### src/rtl/operand_accumulator.sv
// Operand collector between fetch/decode and the ALU: appends operands in arrival
// order and releases the oldest ones on op instructions, acting once per control_ctr value.
module operand_accumulator #(
    parameter int WIDTH = 8,
    parameter int DEPTH = 3,
    parameter int CTR_W = 12,
    parameter int CNT_W = $clog2(DEPTH + 1)
) (
    input  logic                   clk,
    input  logic                   rst_n,
    input  logic                   put_en,
    input  logic                   op_en,
    input  logic [WIDTH-1:0]       value,
    input  logic [CNT_W-1:0]       op_need,
    input  logic [CTR_W-1:0]       control_ctr,
    input  logic                   clr_err,
    output logic [DEPTH*WIDTH-1:0] operands,
    output logic [DEPTH-1:0]       slot_valid,
    output logic [CNT_W-1:0]       count,
    output logic                   empty,
    output logic                   full,
    output logic                   ready,
    output logic                   overflow,
    output logic                   underflow,
    output logic [CTR_W-1:0]       accumulator_ctr
);

    localparam logic [CNT_W-1:0] DEPTH_C = CNT_W'(DEPTH);

    logic [DEPTH*WIDTH-1:0] slots_q, slots_d;
    logic [CNT_W-1:0]       count_q, count_d;
    logic [CTR_W-1:0]       ctr_q;
    logic [CTR_W-1:0]       acc_ctr_q, acc_ctr_d;
    logic                   ovf_q, ovf_d;
    logic                   udf_q, udf_d;
    logic                   is_event;

    // An instruction acts only on the cycle its counter value first appears, so a
    // stalled instruction held for several cycles is applied exactly once.
    always_comb begin
        is_event  = (control_ctr != ctr_q);
        slots_d   = slots_q;
        count_d   = count_q;
        acc_ctr_d = acc_ctr_q;
        ovf_d     = ovf_q & ~clr_err;
        udf_d     = udf_q & ~clr_err;

        if (is_event) begin
            acc_ctr_d = control_ctr;
            if (op_en) begin
                if (op_need == '0) begin
                    count_d = '0;
                end else if (op_need <= count_q) begin
                    slots_d = slots_q >> (int'(op_need) * WIDTH);
                    count_d = count_q - op_need;
                end else begin
                    count_d = '0;
                    udf_d   = 1'b1;
                end
            end
            // The put lands on the post-op contents, so a combined op+put never overflows.
            if (put_en) begin
                if (count_d < DEPTH_C) begin
                    for (int i = 0; i < DEPTH; i++) begin
                        if (count_d == CNT_W'(i)) begin
                            slots_d[i*WIDTH +: WIDTH] = value;
                        end
                    end
                    count_d = count_d + CNT_W'(1);
                end else begin
                    ovf_d = 1'b1;
                end
            end
        end
    end

    always_ff @(posedge clk or negedge rst_n) begin
        if (!rst_n) begin
            slots_q   <= '0;
            count_q   <= '0;
            ctr_q     <= '1;
            acc_ctr_q <= '0;
            ovf_q     <= 1'b0;
            udf_q     <= 1'b0;
        end else begin
            slots_q   <= slots_d;
            count_q   <= count_d;
            ctr_q     <= control_ctr;
            acc_ctr_q <= acc_ctr_d;
            ovf_q     <= ovf_d;
            udf_q     <= udf_d;
        end
    end

    always_comb begin
        slot_valid = '0;
        for (int i = 0; i < DEPTH; i++) begin
            slot_valid[i] = (CNT_W'(i) < count_q);
        end
    end

    assign operands        = slots_q;
    assign count           = count_q;
    assign empty           = (count_q == '0);
    assign full            = (count_q == DEPTH_C);
    assign ready           = (count_q >= op_need) && (op_need != '0);
    assign overflow        = ovf_q;
    assign underflow       = udf_q;
    assign accumulator_ctr = acc_ctr_q;

endmodule

### config.mk
export PLATFORM = sky130hd
export DESIGN_NAME = operand_accumulator
export DESIGN_NICKNAME = d
export VERILOG_FILES = /design/src/rtl/operand_accumulator.sv
export SDC_FILE = /design/constraint.sdc
export NUM_CORES = 1
export LEC_CHECK = 0
export BUFFER_PORTS_ARGS = -buffer_cell sky130_fd_sc_hd__buf_4
export CORE_MARGIN = 2
export CORE_UTILIZATION = 49
export DETAILED_ROUTE_END_ITERATION = 7
export PLACE_DENSITY = 0.74
export SYNTH_ARGS = -nofsm -noshare
export SYNTH_HDL_FRONTEND = slang
export SYNTH_SLANG_ARGS = --single-unit
### constraint.sdc
create_clock -name clk -period 5.49 [get_ports clk]
set_input_delay 1.098 -clock clk [delete_from_list [all_inputs] [get_ports clk]]
set_output_delay 1.098 -clock clk [all_outputs]
set_load 0.03 [all_outputs]
==> out/qor.txt, run 1 <==
I/O pins: 73
Routed WL: 5.36 mm
Slew Limit Fails: 0
Fillers: 383
CORE AREA: 0.00469 mm2
TNS Setup: 0 ns
initial DRC count: 115
CP Cell Sequence: buf_4 > ha_1 > fa_1 > a21boi_2 > nor2_1 > buf_4
initial core utilization: 0.506
multiplexer share of the synthesized area: 0.0569
final hold slack: 0.515 ns
port bufs: 72
Int Pwr: 0.880 mW
Inserted Clock Buffers: 5
FF+latch count, synth: 52
Die Span Y: 73.6 um
Worst setup SP type: input pin
synthesized area: 0.00237 mm2
clock-pin slew on the worst setup and hold paths: 0.08 ns
global-route wire length before repair: 8.56 mm
die span in x: 73.6 um
Unique masters post-synth: 37
Rows: 25
crit-path most repeated cell: buf_4
postcts setup bufs: 0
n_diodes: 0
RSZ-0062 raised after global routing: false
Pwr Density: 477 mW/mm2
Area Overhead vs Synth: 28.2%
period utilization: 0.618
Cells after Synth: 193
worst-margin pin slew: 0.982 ns
Post-Synth XOR/XNOR Area: 0.0443
commonest non-fill, non-tap cell in the layout: buf_4
dpl hpwl: 3.83 mm
Die ar.: 0.00542 mm2
Crit Path Max Fanout: 7
routability cong.: 0.772
register area share after synthesis: 0.554
FFs w/ async S/R, synth: 1.00
Worst Path Required: 4.39 ns
max cap viols: 0
cts repair resizes: 0
hold buffer count at CTS: 0
clk_skew: 0.00689 ns
Crit. End Element: output port
sequential share of power: 0.380
layout cells sized above 1: 0.404
initial antenna violation count: 0
simple-gate share of the synthesized area: 0.0674
Switching Fraction: 0.395
VDD IR max: 0.202 mV
Vias/cell: 5.71
combinational power share: 0.444
DRC: 0
Worst Path Arrival: 2.30 ns
via count: 1,821
Final setup violation count: 0
Synth Area in Adders: 0.0190
fin cells: 319
Final ANT Viol Nets: 0
Routed WL per cell: 16.8 um
largest family of logic cells by synthesized area: compound AO/OA/AOI/OAI gates
Mean Syn Cell Area: 12.3 um2
leakage: 1.43 nW
Worst Setup Path Type: in2out
drt first pass iters: 4
Final Hold Fails: 0
fin nets: 294
Tmin final: 3.40 ns
Clock Sinks: 52
Net Sw Power: 0.574 mW
Clock Latency Late Sink: 0.30 ns
pin count of the biggest net entering global routing: 53
total gr overflow: 0
GR Util All Layers: 0.206
Post-synth top flop: dfrtp_1
outcome: finished, final reports clean
fmax: 295 MHz
YS warnings: 0
TritonCTS clock tree: yes
Slowest cell on crit path: fa_1
Synth Area in Compound Gates: 0.223
dpl cells: 311
clock power share: 0.176
CTS max path bufs: 2
most frequent cells in the layout: 73 x buf_4, 40 x dfrtp_1, 16 x a22o_1, 16 x o22ai_1, 15 x a2bb2oi_1
Mapped Nets: 223
reg2reg setup slack: 2.78 ns
vias in the first global route: 1,749
Slew headroom: 0.344
H-Tree Depth: 2
EDFF count, synth: 0
clock root buffer: clkbuf_8
Crit path largest cell delay: 0.38 ns
path type of the worst min-delay path: reg2reg
final timing paths:
| path | startpoint | to | depth (start not counted) |
|---|---|---|---|
| setup / recovery | op_need[0] | ready | 6 |
| hold / removal | accumulator_ctr[1] | accumulator_ctr[1] | 1 |
| setup reg to reg | count[0] | operands[15] | 8 |
| hold reg to reg | accumulator_ctr[1] | accumulator_ctr[1] | 1 |
| max in group asynchronous | rst_n | accumulator_ctr[7] | 1 |
| min in group asynchronous | rst_n | count[1] | 1 |
area by class of cell:
class	instances	area [um2]	share of cell area
Inverter	8	30.0	0.00986
Timing Repair Buffer	73	548	0.180
Clock buffer	7	76.3	0.0251
Tap cell	54	67.6	0.0222
Clock inverter	1	30.0	0.00986
Multi-Input combinational cell	124	976	0.321
Sequential cell	52	1320	0.432
flip-flops by register name, indices dropped and copies added, names as in the netlist:
signal,flops
overflow,1
count,2
underflow,1
accumulator_ctr,12
operands,24
ctr_q,12
stage by stage:
| stage | setup WS (ns) | cell area (um2) | power, mW | utilization |
|---|---|---|---|---|
| after floorplan | 2.13 | 2370 | 0.966 | - |
| after global placement | 2.12 | 2940 | 1.20 | 0.626 |
| after detailed placement | 2.03 | 2940 | 1.21 | 0.626 |
| after CTS | 2.09 | 3040 | 1.46 | 0.649 |
| after global routing | 2.05 | 3040 | 1.53 | 0.649 |
| final | 2.09 | 3040 | 1.45 | 0.649 |
cells in the mapped netlist (2+ instances only):
cell type   n  area, um2
nand2b_1    2       12.5
nor2_1      8       30.0
dfstp_2    12        315
a21boi_2    2       22.5
dfrtp_1    40       1000
nand2_1     2       7.51
mux2_2     12        135
o21ai_0     4       20.0
ha_1        2       25.0
inv_1       8       30.0
and2_1      9       56.3
buf_4       4       30.0
buf_2       3       15.0
nor4_1      3       18.8
o21ai_1     3       15.0
a2bb2oi_1  15        131
nand3_1     3       15.0
xor2_1     12        105
a22o_1     16        140
o22ai_1    16        100
cell families (layout without fill, tap and decap cells):
kind of cell             Yosys count  after routing
adder cells (fa/ha/maj)            3              3
XOR/XNOR                          12             12
AO/OA/AOI/OAI                     67             67
buffers and inverters             17             89
flip-flops                        52             52
multiplexers                      12             12
AND/OR/NAND/NOR                   30             30
power groups by stage:
| stage | combinational (mW) | sequential (mW) | clock, mW |
|---|---|---|---|
| 2_1_floorplan | 0.247 | 0.719 | 0 |
| 3_5_place_dp | 0.648 | 0.559 | 0 |
| 4_1_cts | 0.650 | 0.552 | 0.263 |
| 6_report | 0.645 | 0.553 | 0.255 |
| 5_1_grt | 0.688 | 0.565 | 0.273 |
| 3_3_place_gp | 0.641 | 0.558 | 0 |
critical path: cells and delay by family:
kind                     cells  cell delay, ns
AND/OR/NAND/NOR              1            0.11
AO/OA/AOI/OAI                1            0.21
adder cells (fa/ha/maj)      2            0.59
buffers and inverters        2            0.30
routing by layer:
layer	GRT usage	up-vias	share of wire
li1	-	861	-
met1	0.294	897	0.46
met2	0.309	55	0.48
met3	0.0508	8	0.056
met4	0.0646	0	0.012
met5	0	-	0
Power figures use the tool's default switching activity.
==> run 2: changes to the inputs <==
Clock period 5.49 ns to 3.53 ns, I/O delays scaled along.
==> run 2 against run 1 <==
  * Die area is the same
  * Global-route usage increased by 0.22 points
  * Clock skew increased by 0.0024 ns
  * Sequential share of layout area increased by 0.20 points
  * Non-clock buffer count rose by 1
  * Register-to-register slack got worse by 1.9 ns
  * Setup slack worse by 1.3 ns
  * Clock power is 31% higher
  * Critical path type is now in2reg
  * Largest cell class unchanged
  * Largest power group unchanged
==> out/qor.txt, run 2 (synthesis results as in run 1) <==
Pwr Density: 723 mW/mm2
hold buffer count at CTS: 0
GR Util All Layers: 0.208
n_diodes: 0
TritonCTS clock tree: yes
CORE AREA: 0.00469 mm2
final core occ: 0.646
cts repair resizes: 0
Worst setup SP type: input pin
path type of the worst min-delay path: in2async
multi-input combinational cell area: 976 um2
Slew Limit Fails: 0
commonest non-fill, non-tap cell in the layout: buf_4
Crit. End Element: register
layout cells sized above 1: 0.406
r2r endpoint: operands[15]
Int Pwr: 1.30 mW
TNS Setup: 0 ns
Net Sw Power: 0.894 mW
global-route wire length before repair: 8.51 mm
fmax: 369 MHz
Tmin final: 2.71 ns
Routed WL: 5.40 mm
postcts setup bufs: 0
leakage: 1.42 nW
Worst Path Arrival: 2.91 ns
Critical Path Start: op_need[0]
beginning of the worst register-to-register path: count[0]
clock power share: 0.152
dpl cells: 312
CTS max path bufs: 2
pin count of the biggest net entering global routing: 53
I/O pins: 73
fin cells: 320
initial core utilization: 0.506
dpl hpwl: 3.86 mm
Vias/cell: 5.70
fin nets: 295
Area Overhead vs Synth: 27.6%
Worst Setup EP: operands[15]
Worst Setup Path Type: in2reg
Switching Fraction: 0.408
period utilization: 0.768
Routed WL per cell: 16.9 um
clock root buffer: clkbuf_8
Clock Sinks: 52
drt first pass iters: 4
H-Tree Depth: 2
port bufs: 72
Fillers: 402
Slew headroom: 0.331
Tot Pwr: 2.19 mW
initial DRC count: 139
worst-margin pin slew: 1.00 ns
RSZ-0062 raised after global routing: false
Rows: 25
most frequent cells in the layout: 74 x buf_4, 40 x dfrtp_1, 16 x a22o_1, 16 x o22ai_1, 15 x a2bb2oi_1
outcome: finished, final reports clean
Clock Latency Late Sink: 0.31 ns
Worst Path Required: 3.73 ns
combinational power share: 0.456
routability cong.: 0.792
total gr overflow: 0
Final ANT Viol Nets: 0
max cap viols: 0
Storage cell area: 0.00132 mm2
Die ar.: 0.00542 mm2
Inserted Clock Buffers: 5
Final setup violation count: 0
initial antenna violation count: 0
VDD IR max: 0.294 mV
sequential share of power: 0.392
die span in x: 73.6 um
Worst Reg-to-Reg Cells: 8
clk_skew: 0.00926 ns
Die Span Y: 73.6 um
vias in the first global route: 1,706
Final Hold Fails: 0
clock-pin slew on the worst setup and hold paths: 0.09 ns
DRC: 0
Crit Path Max Fanout: 11
via count: 1,823
max reg flops: 24
reg2reg setup slack: 0.86 ns
## run 2: cell types whose count changed in the layout (fill, tap and decap cells not counted), sizes merged
| cell | before | now |
|---|---|---|
| buf | 73 | 74 |
| bufinv | 1 | 0 |
| clkinv | 0 | 1 |
## run 2: worst min-delay path by stage
stage,to,cells past startpoint
final,operands[18],1
after global routing,accumulator_ctr[1],1
after CTS,accumulator_ctr[1],1
after detailed placement,accumulator_ctr[2],1
after global placement,accumulator_ctr[0],1
after floorplan,accumulator_ctr[0],0
## run 2: final cells by class
cell class                      instances  share of cell area
Multi-Input combinational cell        124               0.322
Inverter                                8             0.00991
Timing Repair Buffer                   74               0.183
Tap cell                               54              0.0223
Clock inverter                          1             0.00289
Sequential cell                        52               0.434
Clock buffer                            7              0.0252
## run 2: worst max-delay path, cell delays in order
cell      delay, ns
buf_4          0.14
ha_1           0.20
fa_1           0.37
a21boi_2       0.20
o32ai_2        0.38
or2_1          0.40
a21boi_2       0.19
o2bb2a_1       0.31
## run 2: power by group through the flow
stage	clock (mW)	sequential [mW]	combinational (mW)
floorplan	0	1.12	0.385
CTS	0.339	0.862	1.01
detailed placement	0	0.873	1.01
finish	0.333	0.860	0.999
global placement	0	0.868	0.995
global route	0.362	0.882	1.07
## run 2: layer usage
metal  track usage  part of all wire  vias to the layer above
li1              -                 -                      859
met1         0.282              0.44                      904
met2         0.331              0.50                       55
met3        0.0549             0.053                        5
met4        0.0545             0.011                        0
met5             0                 0                        -
## run 2: metrics by stage
step           instance area [um2]  setup slack, ns  hold slack [ns]
5_1_grt                       3030            0.694            0.469
3_3_place_gp                  2950            0.562            0.491
4_1_cts                       3030            0.821            0.440
2_1_floorplan                 2370            0.951            0.410
6_report                      3030            0.818            0.421
3_5_place_dp                  2950            0.479            0.497
